<file path="src/rtl/regfile_wport_arb.sv">
// regfile_wport_arb
//   Shares the single write port of the 32x32 register file between the
//   writeback stage (A, absolute priority, never back-pressured) and a
//   long-latency unit (B, valid/ready) whose results are buffered in a small
//   in-order queue. Also reports pending buffered writes to decode read
//   addresses for hazard stalls.
//
//   Optional feature macro: RF_ARB_AGE_EN
//     defined   : head-age counter saturating at AGE_LIMIT drives stall_req
//     undefined : no counter, stall_req tied to 0, AGE_LIMIT ignored
//
// Ports
//   clk, rst            clock, asynchronous active-high reset
//   a_we/a_waddr/a_wdata    writeback request (r0 writes discarded)
//   b_valid/b_ready/b_waddr/b_wdata  long-unit result handshake
//   we/waddr/wdata      register file write port
//   q1_addr/q2_addr     decode read addresses
//   q1_hit/q2_hit       a pending long-unit write targets the query address
//   stall_req           request a writeback bubble (aged head)
//   occupancy           number of queue entries
module regfile_wport_arb #(
    parameter int DEPTH     = 2,
    parameter int AGE_LIMIT = 8
) (
    input  logic                   clk,
    input  logic                   rst,
    input  logic                   a_we,
    input  logic [4:0]             a_waddr,
    input  logic [31:0]            a_wdata,
    input  logic                   b_valid,
    output logic                   b_ready,
    input  logic [4:0]             b_waddr,
    input  logic [31:0]            b_wdata,
    output logic                   we,
    output logic [4:0]             waddr,
    output logic [31:0]            wdata,
    input  logic [4:0]             q1_addr,
    input  logic [4:0]             q2_addr,
    output logic                   q1_hit,
    output logic                   q2_hit,
    output logic                   stall_req,
    output logic [$clog2(DEPTH):0] occupancy
);

    localparam int PW = $clog2(DEPTH);
    localparam int CW = $clog2(DEPTH) + 1;

    if (DEPTH < 2 || DEPTH > 8 || (DEPTH & (DEPTH - 1)) != 0 || AGE_LIMIT < 0) begin : g_param_check
        $error("regfile_wport_arb: DEPTH must be a power of two in 2..8");
    end

    logic          q_valid [DEPTH];
    logic [4:0]    q_addr  [DEPTH];
    logic [31:0]   q_data  [DEPTH];
    logic [PW-1:0] head;
    logic [PW-1:0] tail;
    logic [CW-1:0] count;

    logic a_eff;
    logic nonempty;
    logic head_live;
    logic head_grant;
    logic pop;
    logic space;
    logic push;
    logic push_live;
    logic q1_match;
    logic q2_match;

    always_comb begin
        a_eff      = a_we && (a_waddr != 5'd0);
        nonempty   = (count != '0);
        head_live  = nonempty && q_valid[head];
        head_grant = head_live && !a_eff;
        // A dead (killed or r0) head leaves regardless of A and never drives we.
        pop        = nonempty && (!q_valid[head] || head_grant);
        space      = (count < CW'(DEPTH));
        push       = b_valid && space;
        // A same-cycle writeback to the same register is younger: store dead.
        push_live  = (b_waddr != 5'd0) && !(a_eff && (a_waddr == b_waddr));
    end

    always_ff @(posedge clk or posedge rst) begin
        if (rst) begin
            head  <= '0;
            tail  <= '0;
            count <= '0;
            for (int unsigned i = 0; i < DEPTH; i++) begin
                q_valid[PW'(i)] <= 1'b0;
                q_addr[PW'(i)]  <= '0;
                q_data[PW'(i)]  <= '0;
            end
        end else begin
            for (int unsigned i = 0; i < DEPTH; i++) begin
                if (a_eff && (q_addr[PW'(i)] == a_waddr)) begin
                    q_valid[PW'(i)] <= 1'b0;
                end
            end
            // Popped slots are invalidated so that valid bits outside the
            // occupied region stay 0 and the hazard search can scan all slots.
            if (pop) begin
                q_valid[head] <= 1'b0;
                head          <= head + PW'(1);
            end
            if (push) begin
                q_valid[tail] <= push_live;
                q_addr[tail]  <= b_waddr;
                q_data[tail]  <= b_wdata;
                tail          <= tail + PW'(1);
            end
            case ({push, pop})
                2'b10:   count <= count + CW'(1);
                2'b01:   count <= count - CW'(1);
                default: count <= count;
            endcase
        end
    end

    always_comb begin
        we    = 1'b0;
        waddr = '0;
        wdata = '0;
        if (!rst) begin
            if (a_eff) begin
                we    = 1'b1;
                waddr = a_waddr;
                wdata = a_wdata;
            end else if (head_live) begin
                we    = 1'b1;
                waddr = q_addr[head];
                wdata = q_data[head];
            end
        end
    end

    always_comb begin
        q1_match = 1'b0;
        q2_match = 1'b0;
        for (int unsigned i = 0; i < DEPTH; i++) begin
            if (q_valid[PW'(i)] && (q_addr[PW'(i)] == q1_addr)) q1_match = 1'b1;
            if (q_valid[PW'(i)] && (q_addr[PW'(i)] == q2_addr)) q2_match = 1'b1;
        end
        q1_hit = !rst && (q1_addr != 5'd0) && (q1_match || (b_valid && (b_waddr == q1_addr)));
        q2_hit = !rst && (q2_addr != 5'd0) && (q2_match || (b_valid && (b_waddr == q2_addr)));
    end

    assign b_ready   = !rst && space;
    assign occupancy = rst ? '0 : count;

`ifdef RF_ARB_AGE_EN
    localparam int AW = $clog2(AGE_LIMIT + 1);

    logic [AW-1:0] age;

    // Counts cycles the valid head is held off by writeback; any pop clears it.
    always_ff @(posedge clk or posedge rst) begin
        if (rst) begin
            age <= '0;
        end else if (pop) begin
            age <= '0;
        end else if (head_live && (age != AW'(AGE_LIMIT))) begin
            age <= age + AW'(1);
        end
    end

    assign stall_req = !rst && (age == AW'(AGE_LIMIT));
`else
    assign stall_req = 1'b0;
`endif

endmodule

</file>
<file path="config.mk">
export PLATFORM = sky130hd
export DESIGN_NAME = regfile_wport_arb
export DESIGN_NICKNAME = d
export VERILOG_FILES = /design/src/rtl/regfile_wport_arb.sv
export SDC_FILE = /design/constraint.sdc
export NUM_CORES = 1
export LEC_CHECK = 0
export ABC_CLOCK_PERIOD_IN_PS = 4300
export BUFFER_PORTS_ARGS = -buffer_cell sky130_fd_sc_hd__buf_2
export CORE_ASPECT_RATIO = 1.5
export CORE_UTILIZATION = 40
export CTS_BUF_LIST = sky130_fd_sc_hd__clkbuf_2
export DETAILED_ROUTE_END_ITERATION = 12
export PLACE_DENSITY = 0.63
export SLEW_MARGIN = 10
export SYNTH_ARGS = -nofsm -noshare
export SYNTH_HDL_FRONTEND = slang
export SYNTH_SLANG_ARGS = --single-unit
</file>
<file path="constraint.sdc">
create_clock -name clk -period 4.3 [get_ports clk]
set_input_delay 0.86 -clock clk [delete_from_list [all_inputs] [get_ports clk]]
set_output_delay 0.86 -clock clk [all_outputs]
set_load 0.01 [all_outputs]
</file>
Yosys cells after proc, flatten, opt, wreduce, memory -nomap -nowiden
Cells that the tools add are included.
{ "totals": {"in_bits": 88, "reg_bits": 80, "output_inout_bits": 44, "wordCells": 107} }
{ "classes": {"n_reduce_logical": 35, "bitwise": 4, "magnitude_cmp": 5, "n_addsub": 4, "mux": 39, "eq_ne": 11} }
{ "op_table": {"columns": ["operator", "count"], "rows": [
  ["32-bit two-way mux", 7],
  ["64-bit bitwise mux", 1],
  ["5-bit == test", 9],
  ["5-bit two-way mux", 7],
  ["32-bit demux with 1-bit select", 1],
  ["1-bit logical AND", 22],
  ["5-bit nonzero test", 4],
  ["1-bit two-way mux", 14],
  ["10-bit bitwise mux", 1],
  ["2-bit two-way mux", 3],
  ["5-bit demux with 1-bit select", 1],
  ["2-bit greater-or-equal comparator (second input constant)", 2],
  ["1-bit zero test", 4],
  ["2-bit by 1-bit less-than comparator with 1-bit output (second input constant)", 2],
  ["1-bit NOT with 2-bit output", 2],
  ["2-bit case mux with 2 select lines", 1],
  ["2-bit nonzero test", 2],
  ["1-bit logical OR", 3],
  ["1-bit adder (second input constant)", 2],
  ["2-bit by 1-bit adder with 2-bit output (second input constant)", 1],
  ["2-bit bitwise AND", 1],
  ["2-bit bitwise mux", 1],
  ["1-bit demux with 1-bit select", 2],
  ["2-bit by 1-bit == test with 1-bit output (second input constant)", 1],
  ["4 further kinds", 4]
]} }

Logic depth before layout (Yosys ltp)
{ "depth": {"ltp_word": 11, "ltp_mapped": 9, "mapped_depth_nobuf": 8} }

Worst setup path after synthesis
No wires, ideal clock.
{ "synth_path": {"kind": "input port to output port", "startpoint": "input rst", "endpoint": "output q1_hit", "path_buffers": 1, "arrival_ns": 3.283, "required_ns": 3.440, "path_stages": 4, "slack_ns": 0.157, "path_cell_list": "clkbuf_1 inv_1 o21ai_0 a31oi_1"} }
{ "synth_via": {"elab_chain_cells": 3} }
{ "synth_rtl": {"columns": ["item", "line", "text"], "rows": [
  ["start: declaration", "26", "input logic rst,"],
  ["1-bit zero test", "143", "q1_hit = !rst && (q1_addr != 5'd0) && (q1_match || (b_valid && (b_waddr == q1_addr)));"],
  ["1-bit logical AND (2 in a row)", "143", null],
  ["end: declaration", "39", "output logic q1_hit,"]
]} }
Every way passes these cells.

Worst setup path in the final report
{ "layout_path": {"startpoint": "input a_waddr[0]", "endpoint": "output wdata[18]"} }
{ "layout_via": {"elab_chain_cells": 4} }
{ "layout_rtl": {"columns": ["item", "line", "text"], "rows": [
  ["start: declaration", "28", "input logic [4:0] a_waddr,"],
  ["5-bit nonzero test", "71", "a_eff = a_we && (a_waddr != 5'd0);"],
  ["1-bit logical AND", "71", null],
  ["32-bit two-way mux", "124", "if (a_eff) begin"],
  ["32-bit two-way mux", "123", "if (!rst) begin"],
  ["end: declaration", "36", "output logic [31:0] wdata,"]
]} }
Every way passes these cells.

==> metrics.yaml <==
yosys.area.top_type: "dfrtp_1"
fill_cells: 1130
p_per_area_nw_per_um2: 617
wl_per_cell_um: 16.3
startpoint: "a_waddr[0]"
cts_tree: "built"
startpoint_type: "input pin"
postCtsSetupBuffers: 0
ys_seq_area_share_pct: 42.5
rsz0062_at_grt: "no"
hold_buffers: 0
row_count: 48
max_slew_margin_pct: 31.2
syn-num-nets: 609
drive_gt1_share_pct: 36.9
tightest_slew_ps: 1030
hp-start: "q_data[61]"
fin_cells: 783
max-cap-violations: 0
synth-simple-area-share_pct: 20.1
worst_r2r_startpoint: "count[1]"
drt_wl_total_um: 12800
synth_compound_area_share_pct: 6.02
die_area_um2: 12200
yosysTopAreaCellShare_pct: 42.5
p_leak_nw: 2.71
dr.pass1.iters: 4
yosysMostFrequentCell: "nand2_1"
grt_pass1_wl_um: 20600
synth_xor_area_share_pct: 9.10
place_inst: 766
seqPwrFrac_pct: 40.5
fmaxAchievable_mhz: 298
synthAdderAreaFrac_pct: 0.265
final_nets: 716
power_switching_share_pct: 38.2
io_buffers: 130
cts_buffer_depth: 2
grt_util_all_layers_pct: 21.4
synth_top_family_by_area: "simple AND/OR/NAND/NOR gates"
placed_area_um2: 5450
postLayoutCellArea_um2: 5610
drc_errors: 0
overflow: 0
hold_viol: 0
critical_path_peak_fanout: 19
synth_edf_count: 0
synthFlopType: "dfrtp_1"
clk_latency_ps: 520
crit_path_end_kind: "output port"
ys_ff_latch: 80
cts_sinks: 80
synthTopCellsByArea: "dfrtp_1 42%, mux2_2 18%, nand2_1 12%, xor2_1 5.4%, nand3_1 4.7%"
synth_mux_area_share_pct: 17.9
numCtsBuffers: 9
p_sw_mw: 1.32
total_power_mw: 3.46
synthTopCellsByCount: "151 x nand2_1, 80 x dfrtp_1, 74 x mux2_2"
ir_drop_v: 0.000290
post-route-period-util_pct: 78.0
area_delta_synth_final_pct: 18.9
fin_skew_ps: 32.4
clockPowerShare_pct: 14.5
syn_area_um2: 4720
antenna_found_initial: 1
via_count: 4091
drtIter0Drc: 204
combinationalPowerShare_pct: 45.0
cts_root_buf: "clkbuf_2"
die-width_um: 90.7
cts.repair.resized: 0
grt_pass1_vias: 4259
worstSetupPathType: "in -> out"
critPathRequiredTime_ps: 3440
min_period_ps: 3350
finalHoldWorstSlack_ps: 497
die_y_um: 135
setup_viol: 0
io_pins: 132
htree_num_levels: 3
ys_warn_count: 0
ys_async_sr_fraction_pct: 100
p_int_mw: 2.14
arrival_ps: 2490
tns_ps: 0
avgSynthCellArea_um2: 9.07
antenna_left: 0
viasPerCell: 5.22
coreArea_um2: 11500
grt_max_degree: 81
hold_path.class: "reg -> reg"
hpwl_um: 8670
outcome: "completed"
ys_types: 35
routabilityCongestion: 0.885
start_util_pct: 41.1
path_clk_slew_ps: 200
drv_slew: 0
syn_inst: 520
==> per-stage QoR <==
| step | util [%] | setup WS (ps) |
|---|---|---|
| 3_5_place_dp | 47.5 | 946 |
| 5_1_grt | 48.9 | 713 |
| 4_1_cts | 48.9 | 866 |
| 3_3_place_gp | 47.5 | 974 |
| 2_1_floorplan | - | 157 |
| 6_report | 48.9 | 947 |
==> per-layer routing <==
metal,vias to the layer above,wire length [um],track usage [%]
li1,1955,-,-
met1,2001,5240,24.1
met2,108,6660,38.6
met3,27,482,3.83
met4,0,419,10.6
met5,-,0,0
==> cells by family (layout without fill, tap and decap cells) <==
group,after synthesis,count (layout)
compound gates,48,48
xor+xnor,49,49
fa+ha+maj,1,1
buf+inv,43,155
flops,80,80
mux,75,75
other cells,1,2
simple gates,223,223
==> path summary, 6_finish.rpt <==
kind                                    to  slack, ps  cells after the start
max in group asynchronous             head       2560                      3
worst min register to register  q_data[61]        500                      2
worst max register to register   q_data[9]       2200                      3
worst max-delay path             wdata[18]        950                      7
worst min-delay path            q_data[61]        500                      2
min in group asynchronous        q_data[2]       1030                      3
==> critical path, stage by stage <==
cell and delay (ps):
buf_2 140, or4_4 570, o21ai_4 150, buf_4 260, nand3_1 150, a21oi_1 190
buf_2 160
==> flip-flops by register name, indices dropped and copies added, names as in the netlist <==
name / flops
q_addr: 10
tail: 1
head: 1
count: 2
q_valid: 2
q_data: 64
==> power by group through the flow <==
stage / sequential, mW / clock (mW) / combinational [mW]
6_report: 1.40 / 0.503 / 1.56
5_1_grt: 1.44 / 0.551 / 1.72
4_1_cts: 1.39 / 0.520 / 1.58
3_5_place_dp: 1.42 / 0 / 1.57
3_3_place_gp: 1.39 / 0 / 1.52
2_1_floorplan: 1.32 / 0 / 1.22
==> final cells by class <==
cell class	count	area, um2	share of cell area [%]
multi-input combinational	397	2530	45.2
sequential	80	2000	35.7
timing repair buffer	137	716	12.8
tap	150	188	3.35
clock inverter	7	110	1.96
clock buffer	9	45.0	0.803
inverter	2	8.76	0.156
antenna	1	2.50	0.0446
==> placed cells by master (no fill, tap or decap), types with 3 or more instances in the layout <==
master,count
nand2_1,151
buf_2,130
dfrtp_1,79
mux2_2,74
nand3_1,44
a21oi_1,35
xor2_1,29
xnor2_1,20
clkbuf_2,9
nor2_1,8
nor4_1,8
buf_4,6
bufinv_16,3
(Power assumes the default switching activity.)
